File: src/rtl/negedge_rx_skid_if.sv
// Valid/ready handshake bundle between the negedge launch stage, the posedge
// receive skid buffer and the downstream divider pipeline stage.
interface negedge_rx_skid_if #(
    parameter int WIDTH = 2
);
    logic             in_valid;
    logic [WIDTH-1:0] In;
    logic             in_ready;
    logic             out_valid;
    logic [WIDTH-1:0] Out;
    logic             out_ready;

    // Producer/consumer side (drives words in, accepts words out)
    modport master (
        output in_valid,
        output In,
        input  in_ready,
        input  out_valid,
        input  Out,
        output out_ready
    );

    // Buffer side
    modport slave (
        input  in_valid,
        input  In,
        output in_ready,
        output out_valid,
        output Out,
        input  out_ready
    );
endinterface

File: src/rtl/negedge_rx_skid.sv
// Posedge receive stage: captures words launched on the negedge into a
// 2-entry head/skid buffer and forwards them in order over valid/ready.
module negedge_rx_skid #(
    parameter int WIDTH = 2
) (
    input  logic                   clk,
    input  logic                   rst_n,
    input  logic                   flush,
    negedge_rx_skid_if.slave       bus,
    output logic [1:0]             count,
    output logic                   overflow
);

    typedef enum logic [1:0] {
        EMPTY = 2'd0,
        ONE   = 2'd1,
        FULL  = 2'd2
    } state_t;

    state_t           state_reg;
    state_t           state_next;
    logic [WIDTH-1:0] head_reg;
    logic [WIDTH-1:0] head_next;
    logic [WIDTH-1:0] skid_reg;
    logic [WIDTH-1:0] skid_next;
    logic             overflow_reg;
    logic             overflow_next;

    logic             in_ready_int;
    logic             out_valid_int;
    logic             push;
    logic             pop;

    assign push = bus.in_valid & in_ready_int;
    assign pop  = out_valid_int & bus.out_ready;

    // State register
    always_ff @(posedge clk or negedge rst_n) begin
        if (!rst_n) begin
            state_reg <= EMPTY;
        end else begin
            state_reg <= state_next;
        end
    end

    // Next-state logic; flush wins over any push or pop
    always_comb begin
        state_next = state_reg;
        if (flush) begin
            state_next = EMPTY;
        end else begin
            unique case (state_reg)
                EMPTY: if (push) state_next = ONE;
                ONE: begin
                    if (push && !pop)      state_next = FULL;
                    else if (pop && !push) state_next = EMPTY;
                end
                FULL:  if (pop) state_next = ONE;
                default: state_next = EMPTY;
            endcase
        end
    end

    // Data path: head always holds the oldest word, skid the younger one
    always_comb begin
        head_next = head_reg;
        skid_next = skid_reg;
        if (!flush) begin
            unique case (state_reg)
                EMPTY: if (push) head_next = bus.In;
                ONE: begin
                    if (push && pop)  head_next = bus.In;
                    else if (push)    skid_next = bus.In;
                end
                FULL:  if (pop) head_next = skid_reg;
                default: ;
            endcase
        end
    end

    // An offered word while full is dropped and remembered until flush/reset
    always_comb begin
        overflow_next = overflow_reg;
        if (flush) begin
            overflow_next = 1'b0;
        end else if (bus.in_valid && !in_ready_int) begin
            overflow_next = 1'b1;
        end
    end

    always_ff @(posedge clk or negedge rst_n) begin
        if (!rst_n) begin
            head_reg     <= '0;
            skid_reg     <= '0;
            overflow_reg <= 1'b0;
        end else begin
            head_reg     <= head_next;
            skid_reg     <= skid_next;
            overflow_reg <= overflow_next;
        end
    end

    // Outputs decoded from state only; Out is gated so stale data never leaks
    always_comb begin
        in_ready_int  = 1'b1;
        out_valid_int = 1'b0;
        count         = 2'd0;
        unique case (state_reg)
            EMPTY: begin
                in_ready_int  = 1'b1;
                out_valid_int = 1'b0;
                count         = 2'd0;
            end
            ONE: begin
                in_ready_int  = 1'b1;
                out_valid_int = 1'b1;
                count         = 2'd1;
            end
            FULL: begin
                in_ready_int  = 1'b0;
                out_valid_int = 1'b1;
                count         = 2'd2;
            end
            default: begin
                in_ready_int  = 1'b1;
                out_valid_int = 1'b0;
                count         = 2'd0;
            end
        endcase
    end

    assign bus.in_ready  = in_ready_int;
    assign bus.out_valid = out_valid_int;
    assign bus.Out       = out_valid_int ? head_reg : '0;
    assign overflow      = overflow_reg;

endmodule

File: src/flat_wrapper.sv
// flat-port wrapper written by rule: the top's interface ports become plain ports
module negedge_rx_skid_flat 
#(
    parameter int WIDTH = 2
)
  (clk, rst_n, flush, count, overflow, bus_in_valid, bus_In, bus_in_ready, bus_out_valid, bus_Out, bus_out_ready);
  negedge_rx_skid_if #(.WIDTH(WIDTH)) bus_i ();
  input  logic clk;
  input  logic rst_n;
  input  logic flush;
  output logic [1:0] count;
  output logic overflow;
  input wire logic [$bits(bus_i.in_valid)-1:0] bus_in_valid;
  input wire logic [$bits(bus_i.In)-1:0] bus_In;
  output wire logic [$bits(bus_i.in_ready)-1:0] bus_in_ready;
  output wire logic [$bits(bus_i.out_valid)-1:0] bus_out_valid;
  output wire logic [$bits(bus_i.Out)-1:0] bus_Out;
  input wire logic [$bits(bus_i.out_ready)-1:0] bus_out_ready;
  assign bus_i.in_valid = bus_in_valid;
  assign bus_i.In = bus_In;
  assign bus_in_ready = bus_i.in_ready;
  assign bus_out_valid = bus_i.out_valid;
  assign bus_Out = bus_i.Out;
  assign bus_i.out_ready = bus_out_ready;
  negedge_rx_skid #(.WIDTH(WIDTH)) u_core (.clk(clk), .rst_n(rst_n), .flush(flush), .bus(bus_i), .count(count), .overflow(overflow));
endmodule
File: config.mk
export PLATFORM = sky130hd
export DESIGN_NAME = negedge_rx_skid_flat
export DESIGN_NICKNAME = d
export VERILOG_FILES = /design/src/rtl/negedge_rx_skid_if.sv /design/src/rtl/negedge_rx_skid.sv /design/src/flat_wrapper.sv
export SDC_FILE = /design/constraint.sdc
export NUM_CORES = 1
export LEC_CHECK = 0
export CAP_MARGIN = 20
export CORE_AREA = 4 4 41 43
export DETAILED_ROUTE_END_ITERATION = 8
export DIE_AREA = 0 0 45 47
export DONT_BUFFER_PORTS = 1
export HOLD_SLACK_MARGIN = 0.1
export PLACE_DENSITY = 0.52
export SYNTH_ARGS = -nofsm -noshare
export SYNTH_HDL_FRONTEND = slang
export SYNTH_SLANG_ARGS = --single-unit
File: constraint.sdc
create_clock -name clk -period 1.4 [get_ports clk]
set_input_delay 0.35 -clock clk [delete_from_list [all_inputs] [get_ports clk]]
set_output_delay 0.35 -clock clk [all_outputs]
set_load 0.03 [all_outputs]
* After elaboration in Yosys (flattened, before gate mapping)
Index checks and enable logic that the tools add are counted.
Operators by class: equality and inequality tests 8, muxes and demuxes 16, bitwise gates (word level) 4, reductions and logical operators 13
Operators by type and width (count):
- 2-bit 2-to-1 mux | 9
- 2-bit case mux with 3 select lines | 2
- 2-bit by 1-bit inequality test with 1-bit output, second input constant | 3
- 3-bit by 2-bit inequality test with 1-bit output, second input constant | 2
- 5-bit AND reduction | 1
- 1-bit logical AND | 4
- 1-bit 2-to-1 mux | 4
- 4-bit by 2-bit inequality test with 1-bit output, second input constant | 1
- 2-bit case mux with 2 select lines | 1
- 4-bit AND reduction | 1
- 3-bit AND reduction | 1
- 3-bit nonzero test | 1
- 1-bit AND | 2
- 2-bit by 1-bit == test with 1-bit output, second input constant | 1
- 2-bit == test, second input constant | 1
- 1-bit logical NOT | 2
- 2-bit logical NOT | 1
- 1-bit NOT | 2
- 2-bit nonzero test | 1
- 2-bit OR reduction | 1
Word-level totals: bits in registers 7, input port bits 7, output and inout bits 7, logic and storage cells 45

* Depth between registers and ports, before layout
depth after elaboration 9, mapped depth 6

* Worst setup path before layout
Ideal clock, no wire load.
path type register to register, start point register u_core.state_reg[0], end point register u_core.head_reg[0], library setup time 0.127 ns, arrival time 1.709 ns, required time 1.273 ns, setup slack -0.436 ns, cell stages (with the launch flop) 7, path buffers 0, period minus slack after synthesis 1.836 ns, path through dfrtp_1 inv_1 ha_1 nand2_2 a22oi_2 nand3_2 mux2_1
On the way: cells in the longest elaborated chain, start to end 7
RTL lines:
- start: declaration | RTL line negedge_rx_skid.sv:20 | state_t state_reg;
- start signal: assignment | RTL line negedge_rx_skid.sv:42 | state_reg <= state_next;
- 2-bit by 1-bit == test with 1-bit output or 2-bit == test (tied branches) | RTL line negedge_rx_skid.sv:108 | unique case (state_reg)
- 2-bit OR reduction (no line) *
- 1-bit 2-to-1 mux * | RTL line negedge_rx_skid.sv:108
- named net bus_out_valid | RTL line flat_wrapper.sv:16 | output wire logic [$bits(bus_i.out_valid)-1:0] bus_out_valid;
- 1-bit AND * | RTL line negedge_rx_skid.sv:35 | assign pop = out_valid_int & bus.out_ready;
- 1-bit logical AND | RTL line negedge_rx_skid.sv:72 | if (push && pop) head_next = bus.In;
- 2-bit by 1-bit inequality test with 1-bit output (no line)
- 5-bit AND reduction (no line) *
- end signal: assignment | RTL line negedge_rx_skid.sv:97 | head_reg <= head_next;
- end: declaration | RTL line negedge_rx_skid.sv:22 | logic [WIDTH-1:0] head_reg;
The timed path passes the listed nets; every way through them passes the cells marked *. A chain may end at the register's enable or synchronous reset.

* Worst setup path after layout
start point register u_core.state_reg[1], end point output bus_Out[1]
On the way: cells in the longest elaborated chain, start to end 4
RTL lines:
- 2-bit by 1-bit == test with 1-bit output or 2-bit == test (tied branches) | RTL line negedge_rx_skid.sv:108
- 2-bit OR reduction (no line) *
- 1-bit 2-to-1 mux * | RTL line negedge_rx_skid.sv:108
- 2-bit 2-to-1 mux * | RTL line negedge_rx_skid.sv:134 | assign bus.Out = out_valid_int ? head_reg : '0;
- end: declaration | RTL line flat_wrapper.sv:17 | output wire logic [$bits(bus_i.Out)-1:0] bus_Out;
Every way passes the cells marked *; elsewhere a longest branch is shown, timed or not.

==> results by group <==
Setup path
  • R2R depth: 7
  • Critical Path AT: 1.31 ns
  • Required @ worst endpoint: 1.05 ns
  • WS Path Type: register to output pin
  • Crit-path max FO: 4
  • Startpoint types: register
  • Critical path endpoint category: output pin

Yosys
  • Share of flip-flops with an asynchronous set or reset: 100%
  • Synth warn: 0
  • Synth Instances: 45
  • Synth cell types: 23
  • Synth Net Count: 58
  • Top post-synthesis cells by area: dfrtp_1 35%, ha_1 15%, mux2_2 9.1%
  • Mapped Area: 494 sq um
  • EDFF count, synth: 0
  • Mapped Avg Cell Area: 11.0 sq um
  • Synth top area share: 35.4%
  • Area leader, netlist: dfrtp_1
  • Synth Register Bits: 7
  • Synth Flop Type: dfrtp_1
  • Sequential area share after synthesis: 35.4%

Clock tree
  • CTS root buffer: clkbuf_4
  • Clock tree from TritonCTS: done
  • Clock sinks: 7
  • H-tree depth: 1
  • Max Root-Sink Buffers: 2
  • Clk_lat worst skew: 0.25 ns
  • Reg clk slew, reported paths: 0.06 ns
  • Num CTS Buffers: 3

Timing
  • Actual slew at the worst max-slew pin: 0.365 ns
  • Final Hold Vio Count: 0
  • Max-slew headroom: 75.6%
  • Slew Viols, Final: 0
  • Count of final setup violators: 12
  • Post-route setup slack: -0.262 ns
  • Achievable frequency: 602 MHz
  • Final min period: 1.66 ns
  • Tcrit/Tclk final: 119%
  • Clk_skew: 0.00384 ns
  • RSZ-0062 raised after global routing: yes

Run status
  • Failing checks: negative setup slack
  • Run status: complete, but fails checks

Floorplan
  • Core Rows: 13
  • Die Ht: 47 microns
  • Core Box Area: 1300 sq um
  • Initial core utilization: 38.0%
  • I/O pins: 14
  • Die area: 2120 sq um
  • DIE WIDTH: 45 microns

Global routing
  • Initial antenna violation count: 0
  • Vias in the first global route: 478
  • Gr ovfl total: 0
  • Largest net degree at the start of global routing: 8
  • First-pass GRT wire length: 2190 microns
  • Tot GR Track Use: 14.4%

Worst hold path
  • Hold Path Stages: 1
  • Min-Delay Path Class: input pin to register

Placement
  • Post-DP HPWL: 913 microns
  • Placer's final routability congestion estimate: 0.748
  • IO Port Bufs: 0

Power and ir drop
  • Leakage: 0.000384 uW
  • Overall Power: 1590 uW
  • Pwr Density: 1940 nW/um^2
  • Max VDD drop: 1.18 mV

Detailed routing
  • DR vias/cell: 5.20
  • Routed via count: 437
  • Remaining DRCs: 0
  • Final ANT Viol Nets: 0
  • Routed Wire Length: 1340 microns
  • Drt first-iter violations: 7
  • Drt pass-1 iters: 4
  • WL per Instance: 16.0 microns

Run
  • Max-cap violations: 0

Layout
  • Share of post-route cells with drive strength above 1: 69.6%
  • Fin util: 62.9%
  • Nets: 83
  • Area growth, synth to finish: 65.6%
  • Antenna Cells: 0
## cell usage after synthesis (2+ instances only)
cell type and n:
ha_1 6, nor2_1 3, and2_2 2, mux2_2 4, o21ai_1 2, dfrtp_1 7, mux2_1 2, inv_1 4
## critical path, stage by stage (launching register included)
cell and delay (ns):
dfrtp_2 0.44, inv_4 0.10, ha_4 0.22, buf_6 0.12
and2_4 0.18
## layout make-up
| class | instances | area, sq um |
|---|---|---|
| fillers | 108 | 483 |
| multi-input cells | 34 | 400 |
| repair buffers | 20 | 179 |
| flip-flops and latches | 7 | 176 |
| clock buffers | 4 | 26.3 |
| well taps | 15 | 18.8 |
| inverters | 4 | 17.5 |
## kinds of logic after synthesis
family | after synthesis | synth area share (%)
AO/OA/AOI/OAI | 10 | 15.2
multiplexers | 6 | 13.7
AND/OR/NAND/NOR | 11 | 15.7
XOR/XNOR | 1 | 1.77
buffers and inverters | 4 | 3.04
flip-flops | 7 | 35.4
adder cells (fa/ha/maj) | 6 | 15.2
## report_power, final
group	leakage [uW]	internal (uW)	switching (uW)
combinational	0.000282	571	490
clock	0.0000150	109	76.7
sequential	0.0000865	282	58.9
## routing by layer
metal	vias to the layer above	wire length (microns)	GRT usage, %
met5	-	0	0
met1	208	561	16.2
met3	2	86	6.90
met4	0	18	1.17
met2	16	678	25.7
li1	211	-	-
## per-stage QoR
stage / setup TNS [ns] / worst slack [ns] / cell area [sq um] / hold slack (ns) / cells
global route: -3.08 / -0.320 / 818 / 0.142 / 84
finish: -2.40 / -0.262 / 818 / 0.156 / 84
floorplan: -0.864 / -0.186 / 528 / 0.0544 / 45
CTS: -2.25 / -0.239 / 759 / 0.153 / 80
detailed placement: -1.35 / -0.225 / 622 / 0.0546 / 70
global placement: -1.01 / -0.175 / 622 / 0.0546 / 70
## what timing repair did
item / 4_1_cts / 5_1_grt
pin swaps: 3 / 3
gates cloned: 0 / 0
endpoints found under the hold margin: 7 / 0
gates resized for setup: 15 / 9
endpoints found under the setup margin: 12 / 12
setup buffers: 6 / 6
hold buffers: 1 / 0
## placed cells by master (no fill, tap or decap)
cell	n
a21o_1	1
a21oi_1	1
a22o_2	1
a22oi_2	2
a32oi_1	1
and2_4	2
buf_4	12
buf_6	7
clkbuf_1	1
clkbuf_4	3
dfrtp_1	6
dfrtp_2	1
dlygate4sd3_1	1
ha_1	1
ha_2	1
ha_4	4
inv_1	1
inv_2	2
inv_4	1
mux2_2	2
mux2_4	4
nand2_4	1
nand2b_1	1
nand2b_4	1
nand3_2	1
nand4_1	1
nor2_1	3
nor2b_4	1
o21ai_0	1
o21ai_1	1
o21ai_2	1
o32ai_1	1
xnor2_2	1
## path summary, 6_finish.rpt
path | start | end | slack, ns
worst max-delay path | u_core.state_reg[1] | bus_Out[1] | -0.26
worst min-delay path | flush | u_core.overflow | 0.16
worst max register to register | u_core.state_reg[0] | u_core.head_reg[1] | -0.26
worst min register to register | u_core.skid_reg[0] | u_core.skid_reg[0] | 0.51
max in group asynchronous | rst_n | u_core.state_reg[1] | 0.67
min in group asynchronous | rst_n | u_core.state_reg[0] | 0.45
Note: power is estimated with default switching activity, not from simulation.
